<file path="config.mk">
export PLATFORM = sky130hd
export DESIGN_NAME = note_recorder
export DESIGN_NICKNAME = d
export VERILOG_FILES = /design/src/rtl/note_recorder.sv
export SDC_FILE = /design/constraint.sdc
export NUM_CORES = 1
export LEC_CHECK = 0
export CAP_MARGIN = 20
export CORE_UTILIZATION = 28
export DETAILED_ROUTE_END_ITERATION = 16
export PLACE_DENSITY = 0.5
export SETUP_SLACK_MARGIN = 0.4
export SLEW_MARGIN = 20
export SYNTH_ARGS = -nofsm -noshare
export SYNTH_HDL_FRONTEND = slang
export SYNTH_SLANG_ARGS = --single-unit
export TNS_END_PERCENT = 20
</file>
<file path="constraint.sdc">
create_clock -name clk -period 3.6 [get_ports clk]
set_clock_uncertainty 0.2 [all_clocks]
set_input_delay 0.72 -clock clk [delete_from_list [all_inputs] [get_ports clk]]
set_output_delay 0.72 -clock clk [all_outputs]
set_load 0.01 [all_outputs]
</file>
<file path="src/rtl/note_recorder.sv">
// Records player key presses into red/yellow/blue lanes, one slot per beat tick.
// Optional: define NOTE_RECORDER_SINGLE_LANE_EN to commit at most one lane per slot.
module note_recorder #(
  parameter int LANE_LEN = 100,
  parameter int IDX_W    = 7
) (
  input  logic                clk,
  input  logic                resetn,
  input  logic                beat_tick,
  input  logic                start,
  input  logic                stop,
  input  logic [2:0]          keys_n,
  output logic [LANE_LEN-1:0] rec_red,
  output logic [LANE_LEN-1:0] rec_yellow,
  output logic [LANE_LEN-1:0] rec_blue,
  output logic [7:0]          total_notes,
  output logic [IDX_W-1:0]    beat_idx,
  output logic                recording,
  output logic                done
);

  typedef enum logic [1:0] {IDLE, RECORD, DONE} state_t;
  state_t state;

  logic [2:0] sync1, sync2, prev, pending;
  logic [2:0] press, slot_raw, slot;
  logic [1:0] slot_cnt;
  logic [8:0] sum;
  logic       last_slot;

  // keys_n is active-low, so a press is a 1->0 edge after the synchronizer
  always_comb begin
    press    = prev & ~sync2;
    slot_raw = pending | press;
`ifdef NOTE_RECORDER_SINGLE_LANE_EN
    if (slot_raw[2])      slot = 3'b100;
    else if (slot_raw[1]) slot = 3'b010;
    else if (slot_raw[0]) slot = 3'b001;
    else                  slot = 3'b000;
`else
    slot = slot_raw;
`endif
    slot_cnt  = {1'b0, slot[2]} + {1'b0, slot[1]} + {1'b0, slot[0]};
    sum       = {1'b0, total_notes} + {7'b0, slot_cnt};
    last_slot = (int'(beat_idx) == LANE_LEN - 1);
  end

  always_ff @(posedge clk) begin
    if (!resetn) begin
      state       <= IDLE;
      sync1       <= 3'b111;
      sync2       <= 3'b111;
      prev        <= 3'b111;
      pending     <= 3'b000;
      rec_red     <= '0;
      rec_yellow  <= '0;
      rec_blue    <= '0;
      total_notes <= 8'd0;
      beat_idx    <= '0;
      recording   <= 1'b0;
      done        <= 1'b0;
    end else begin
      sync1 <= keys_n;
      sync2 <= sync1;
      prev  <= sync2;
      case (state)
        IDLE, DONE: begin
          pending <= 3'b000;
          if (start) begin
            rec_red     <= '0;
            rec_yellow  <= '0;
            rec_blue    <= '0;
            total_notes <= 8'd0;
            beat_idx    <= '0;
            state       <= RECORD;
            recording   <= 1'b1;
            done        <= 1'b0;
          end
        end
        RECORD: begin
          if (beat_tick) begin
            // slot k lands at bit LANE_LEN-1-k so slot 0 is the MSB
            for (int i = 0; i < LANE_LEN; i++) begin
              if (i == LANE_LEN - 1 - int'(beat_idx)) begin
                rec_red[i]    <= slot[2];
                rec_yellow[i] <= slot[1];
                rec_blue[i]   <= slot[0];
              end
            end
            total_notes <= sum[8] ? 8'hFF : sum[7:0];
            beat_idx    <= beat_idx + IDX_W'(1);
          end
          if (beat_tick || stop) pending <= 3'b000;
          else                   pending <= pending | press;
          if ((beat_tick && last_slot) || stop) begin
            state     <= DONE;
            recording <= 1'b0;
            done      <= 1'b1;
          end
        end
        default: begin
          state     <= IDLE;
          recording <= 1'b0;
          done      <= 1'b0;
        end
      endcase
    end
  end

endmodule

</file>
# --- Yosys cells after proc, flatten, opt, wreduce, memory -nomap -nowiden ---
# Index checks and enable logic that the tools add are counted.
op_classes:
  bitwise_logic: 3
  n_addsub: 5
  reduce_logical: 109
  n_eq_ne: 205
  mux: 325
ops:
  columns: ["cell", "count"]
  rows:
  - ["$pmux 100 s2", 3]
  - ["$mux 100", 4]
  - ["$reduce_and 4->1", 100]
  - ["$mux 1", 304]
  - ["$eq 8x8->1 const A", 36]
  - ["$eq 7x8->1 const A", 32]
  - ["$ne 2x2->1 const B", 103]
  - ["$eq 6x8->1 const A", 16]
  - ["$eq 5x8->1 const A", 8]
  - ["$eq 4x8->1 const A", 4]
  - ["$logic_not 32->1", 1]
  - ["$mux 8", 3]
  - ["$eq 3x8->1 const A", 2]
  - ["$pmux 8 s2", 1]
  - ["$mux 7", 2]
  - ["$pmux 7 s2", 1]
  - ["$add 8x2->9", 1]
  - ["$eq 2x8->1 const A", 1]
  - ["$sub 7x7->8 const A", 1]
  - ["$add 7x1->7 const B", 1]
  - ["$eq 7x6->1 const B", 1]
  - ["$pmux 3 s2", 1]
  - ["$mux 2", 2]
  - ["$pmux 1 s2", 2]
  - ["other kinds (16)", 17]
totals:
  output_inout_bits: 317
  inputBits: 8
  reg_bits: 331

# --- Longest topological paths before layout ---
# Gate-level depths: netlist of the first run.
depth:
  ltp_word: 9
  mapped_depth: 11
  ltp_nobuf: 11

# --- Least setup slack after synthesis of the first run ---
# No wires, ideal clock.
synth_path:
  path_kind: "reg-to-reg"
  from: "register prev[0]"
  to: "register total_notes[5]"
  setup_time_ns: 0.134
  setup_slack_ns: 0.887
  required_time_ns: 3.266
  arrival_time_ns: 2.380
  period_less_slack_ns: 2.713
  stages_incl_launch_ff: 12
  cell_sequence: "dfxtp_1 nor2b_1 or2_2 inv_1 fa_1 inv_1 ha_1 fa_1 and3_1 and3_1 o21ai_0 o221ai_1"
synth_via:
  elab_chain_len: 7
synth_rtl:
  columns: ["element", "line", "rtl"]
  rows:
  - ["from (decl)", "25", "logic [2:0] sync1, sync2, prev, pending;"]
  - ["from (signal assigned)", "65", "prev <= sync2;"]
  - ["$and 3x3->3", "33", "press = prev & ~sync2;"]
  - ["$or 3x3->3", "34", "slot_raw = pending | press;"]
  - ["$add 2x1->2", "43", "slot_cnt = {1'b0, slot[2]} + {1'b0, slot[1]} + {1'b0, slot[0]};"]
  - ["$add 8x2->9", "44", "sum = {1'b0, total_notes} + {7'b0, slot_cnt};"]
  - ["$mux 8", "90", "total_notes <= sum[8] ? 8'hFF : sum[7:0];"]
  - ["$mux 8", "81", "if (beat_tick) begin"]
  - ["$pmux 8 s2", "66", "case (state)"]
  - ["to (signal assigned)", "90", null]
  - ["to (decl)", "16", "output logic [7:0] total_notes,"]
# No other way between the ends. The select of a mux whose other input is x is not followed.
# A chain may end at the register's enable or synchronous reset.

# --- Final worst setup path of the first run ---
layout_path:
  from: "register beat_idx[2]"
  to: "output beat_idx[2]"
layout_lines:
  columns: ["element", "line", "rtl"]
  rows:
  - ["from (decl)", "17", "output logic [IDX_W-1:0] beat_idx,"]
  - ["from (signal assigned)", "91", "beat_idx <= beat_idx + IDX_W'(1);"]
# No word-level cell between the ends.

==> metrics, run 1 <==
cell accounting for the most synthesized area dfxtp_1; fin area 18800 sq um; Hold Violations, Final 0; die area 48900 sq um; most common cell after layout, fill and taps aside dfxtp_1; fin nets 1713; drt first-iter violations 565; number of hold buffers added after cts 0; Placed Area 17400 sq um; WP data arrival 2050 ps; post-CTS setup repair buffer count 0; CP bufs+invs 1; CTS buffer count 40; fin util 40.1%; Post-synth top flop dfxtp_1; Worst setup SP type register; H-tree levels 2; Bufs on Longest Clock Path 3; critical path, cell by cell clkdlybuf4s50_1; initial cell density of the core 28.7%; Netlist cell types 68; vias 11200; CTS Root Cell clkbuf_16; Worst Path Max Fanout 14; Post-Synthesis Cell Area 13500 sq um; Die Height 221 microns; Pwr per Cell Area 434 nW/um^2; count of state elements after synthesis 330; power share of the sequential group 44.9%; worst hold path class register to register; Clock power frac 51.7%; CP endpoint kind output port; routability cong. 0.756; Final ANT Viol Nets 0; min-delay src sync1[1]; synth top area cells dfxtp_1, mux2i_1, nand2_1; vias per std cell 4.82; Worst slew margin 54.4%; post-route minimum period 2970 ps; post-cts resize count 0; CTS tree yes; total power draw 8.18 mW; Comb pwr share 3.5%; vias in the first global route 11200; largest net degree at the start of global routing 57; CP max stage delay 750 ps; final worst slack 633 ps; status finished clean; io pins 325; R2R Path Start sync2[0]; pre-CTS setup slack 192 ps; Wirelength per Cell 21.3 microns; GRT Residual Overflow 0; sequential area share after synthesis 49.1%; fraction of layout cells with a size suffix above 1 11.6%; drt total wl 49700 microns; Post-synth ARST share 0%; GRT Util Overall 19.8%; Synth Warn # 0; Max-cap violations 0; Post-synth EDFFs 0; # DRC 0; Clock Sinks 330; core area 47000 sq um; Critical path origin beat_idx[2]; fmax 0.337 GHz; share of the synthesized area in the top cell type 49.1%; peak supply drop 0.000230 V; setup_tns 0 ps; Post-DP HPWL 34000 microns; Pre-Repair DR Iteration Count 5; post-synthesis cell count 1401; RSZ-0062 raised after global routing false; Area Overhead vs Synth 39.9%; clk_lat worst skew 560 ps; CP delay by family, top buffers and inverters; CP max stage cell clkdlybuf4s50_1; Slew Limit Fails 0; Switch Pwr 1.84 mW; Die X 221 microns; Crit Path Class register to output port; Post-Synthesis Net Count 1417; Rows 79; required time of the critical path 2680 ps; Final setup viols 0; Syn Area/Cell 9.61 sq um; clock slew at reported path FFs 60 ps; internal power 6.34 mW; ANT cells 0; period utilization 82.4%; first-pass GRT wire length 74000 microns; Leakage 7.46 nW; sw frac 22.5%; measured slew at the worst slew-check pin 678 ps; initial antenna violation count 0; most frequent cells in the layout dfxtp_1, clkdlybuf4s50_1, nand2_1; Buffers on Ports 324
## sequential cells by signal, indices dropped and copies added (netlist names)
signal,flops
beat_idx,7
done,1
pending,3
prev,3
rec_blue,100
rec_red,100
rec_yellow,100
recording,1
state,1
sync1,3
sync2,3
total_notes,8
## power by group through the flow
stage,sequential [mW],clock (mW),combinational (mW)
6_report,3.67,4.23,0.283
2_1_floorplan,3.75,0,0.169
3_5_place_dp,3.75,0,0.285
4_1_cts,3.67,4.35,0.286
5_1_grt,3.67,4.51,0.304
3_3_place_gp,3.75,0,0.282
## layer usage
layer / part of all wire (%) / global-route usage (%) / up-vias
met4: 1.8 / 4.94 / 0
met3: 6.6 / 5.74 / 66
met1: 44 / 25.1 / 5452
li1: - / - / 5412
met2: 47 / 32.9 / 301
met5: 0 / 0 / -
## cell type report
cell class              count  area, sq um
fillers                  4547        28100
flip-flops and latches    330         6610
multi-input cells         939         6300
repair buffers            373         3740
clock buffers              58         1200
well taps                 607          759
clock inverters            12          175
inverters                  13         48.8
## per-stage QoR
step	instances	hold slack, ps
floorplan	1401	186
CTS	2332	206
finish	2332	206
global placement	2262	193
detailed placement	2262	193
global route	2332	220
## cell families after synthesis
group | after synthesis | share of synthesized area [%]
AND/OR/NAND/NOR | 558 | 19.7
adder cells (fa/ha/maj) | 8 | 0.855
flip-flops | 330 | 49.1
XOR/XNOR | 4 | 0.260
AO/OA/AOI/OAI | 125 | 7.08
multiplexers | 244 | 18.6
buffers and inverters | 132 | 4.45
## path summary, 6_finish.rpt
kind              cells after the start  slack [ps]        endpoint
setup / recovery                      1         630     beat_idx[2]
hold / removal                        1         210        sync2[1]
setup reg to reg                     11         640  total_notes[5]
hold reg to reg                       1         210        sync2[1]
## Yosys cell counts, types with 7 or more instances
cell	number
dfxtp_1	330
nor2b_1	11
a21oi_1	32
and3_1	20
buf_2	41
nand2b_1	16
buf_4	10
mux2i_1	198
o211ai_1	7
a22o_1	29
mux2_2	46
nor3_1	19
or3_1	10
nor2_1	79
nand4_1	24
o21a_1	10
clkbuf_1	60
nand3_1	54
a32o_1	7
inv_1	13
o21ai_0	11
nand2_1	284
No activity file was read; power rests on OpenSTA's default activity.
==> run 2: changes to the inputs <==
Settings changed: PLACE_DENSITY 0.5 to 0.52.
Clock period 3.6 ns to 2.6 ns, I/O delays scaled along.
==> run 2 against run 1 <==
Design area up 6.7%. Register-to-register slack got worse by 630 ps. Worst setup slack got worse by 620 ps. Cell count is 3.0% higher.
==> metrics, run 2 (synthesized netlist as in run 1, its figures left out) <==
Worst setup SP type register; worst hold path cell count 1; worst reg-to-reg path cell count 11; GRT Util Overall 19.5%; fraction of layout cells with a size suffix above 1 17.4%; Pre-Repair DR Iteration Count 5; fill count 4503; CTS Root Cell clkbuf_16; measured slew at the worst slew-check pin 552 ps; drt first-iter violations 614; io pins 325; status finished clean; first-pass GRT wire length 73100 microns; initial cell density of the core 28.7%; worst hold endpoint sync2[1]; GRT Residual Overflow 0; Bufs on Longest Clock Path 3; vias per std cell 4.86; Die X 221 microns; Final ANT Viol Nets 0; CP endpoint kind register; M1 WL 21600 microns; Comb pwr share 4.1%; Buffers on Ports 324; internal power 8.36 mW; fmax 0.387 GHz; initial antenna violation count 1; WP data arrival 2820 ps; Clock power frac 49.2%; Worst Path Max Fanout 5; vias in the first global route 11600; most common cell after layout, fill and taps aside dfxtp_1; Worst R2R End total_notes[5]; ANT cells 0; peak supply drop 0.000326 V; post-route minimum period 2590 ps; Slew Limit Fails 0; period utilization 99.5%; fin util 42.8%; Post-DP HPWL 34200 microns; CTS buffer count 38; RSZ-0062 raised after global routing true; met3 wire len 2980 microns; worst hold path class register to register; clk_lat worst skew 560 ps; Leakage 12.0 nW; fin nets 1787; final worst slack 13.9 ps; largest net degree at the start of global routing 81; most frequent cells in the layout dfxtp_1, nand2_1, dlymetal6s2s_1; Area Overhead vs Synth 49.3%; CTS tree yes; sw frac 23.1%; top flop regs rec_blue x100, rec_red x100, rec_yellow x100; Pwr per Cell Area 541 nW/um^2; setup_tns 0 ps; H-tree levels 2; Rows 79; Reg2Reg Setup Slack 10 ps; Worst slew margin 63.2%; Die Height 221 microns; R2R Path Start prev[0]; Top Layer Used met4; Wirelength per Cell 20.4 microns; Crit Path Class register to register; clock slew at reported path FFs 60 ps; Final setup viols 0; vias 11700; # DRC 0; min-delay src sync1[1]; hold_ws 211 ps; Hold Violations, Final 0; number of hold buffers added after cts 0; die area 48900 sq um; Clock Sinks 330; core area 47000 sq um; Max-cap violations 0; Placed Area 18100 sq um; drt total wl 49000 microns; pre-CTS setup slack -98.4 ps; routability cong. 0.798; required time of the critical path 2830 ps; Detail Route met2 WL 22700 microns; Switch Pwr 2.51 mW; power share of the sequential group 46.7%; fin area 20100 sq um
-- run 2: worst max path at each step --
stage	from	to	slack, ps	cells after the start
finish	prev[0]	total_notes[5]	10	11
global route	prev[0]	total_notes[5]	-80	11
CTS	prev[0]	total_notes[5]	20	11
detailed placement	beat_tick	rec_blue[21]	-100	6
global placement	beat_tick	rec_blue[75]	-100	8
floorplan	sync2[0]	total_notes[5]	60	11
-- run 2: stage by stage --
stage | instances | total power, mW
6_report | 2403 | 10.9
5_1_grt | 2403 | 11.2
4_1_cts | 2399 | 11.0
3_5_place_dp | 2331 | 5.63
3_3_place_gp | 2331 | 5.62
2_1_floorplan | 1401 | 5.42
-- run 2: cell type report --
cell class                      count  area (sq um)  area share, %
Inverter                           13          48.8          0.243
Clock inverter                     15           179          0.891
Timing Repair Buffer              448          4950           24.6
Tap cell                          607           759           3.78
Multi-Input combinational cell    940          6480           32.3
Clock buffer                       50          1050           5.21
Sequential cell                   330          6630           33.0
-- run 2: layer usage --
metal / global-route usage [%] / up-vias
met3: 4.81 / 75
li1: - / 5553
met2: 30.7 / 318
met4: 8.50 / 0
met1: 25.1 / 5727
met5: 0 / -
-- run 2: power groups by stage --
stage / Combinational [mW] / Sequential, mW / Clock (mW)
final: 0.444 / 5.08 / 5.34
after global routing: 0.478 / 5.08 / 5.69
after CTS: 0.435 / 5.08 / 5.49
after detailed placement: 0.434 / 5.19 / 0
after global placement: 0.433 / 5.19 / 0
after floorplan: 0.236 / 5.19 / 0
-- run 2: worst max-delay path, cell delays in order, from the launching register on --
cell and delay [ps]:
dfxtp_2 310, nor2b_4 130, or2_4 120, inv_2 40, fa_1 510, inv_2 50
ha_4 150, fa_2 350, and3_4 210, and3_4 180, o21ai_2 100, o221ai_1 100
-- run 2: what timing repair did --
item                       in CTS  in global routing
pin swaps                       6                  8
setup endpoints to repair     315                327
gates resized for setup        37                250
buffers inserted                3                  3
gates cloned                    0                  1
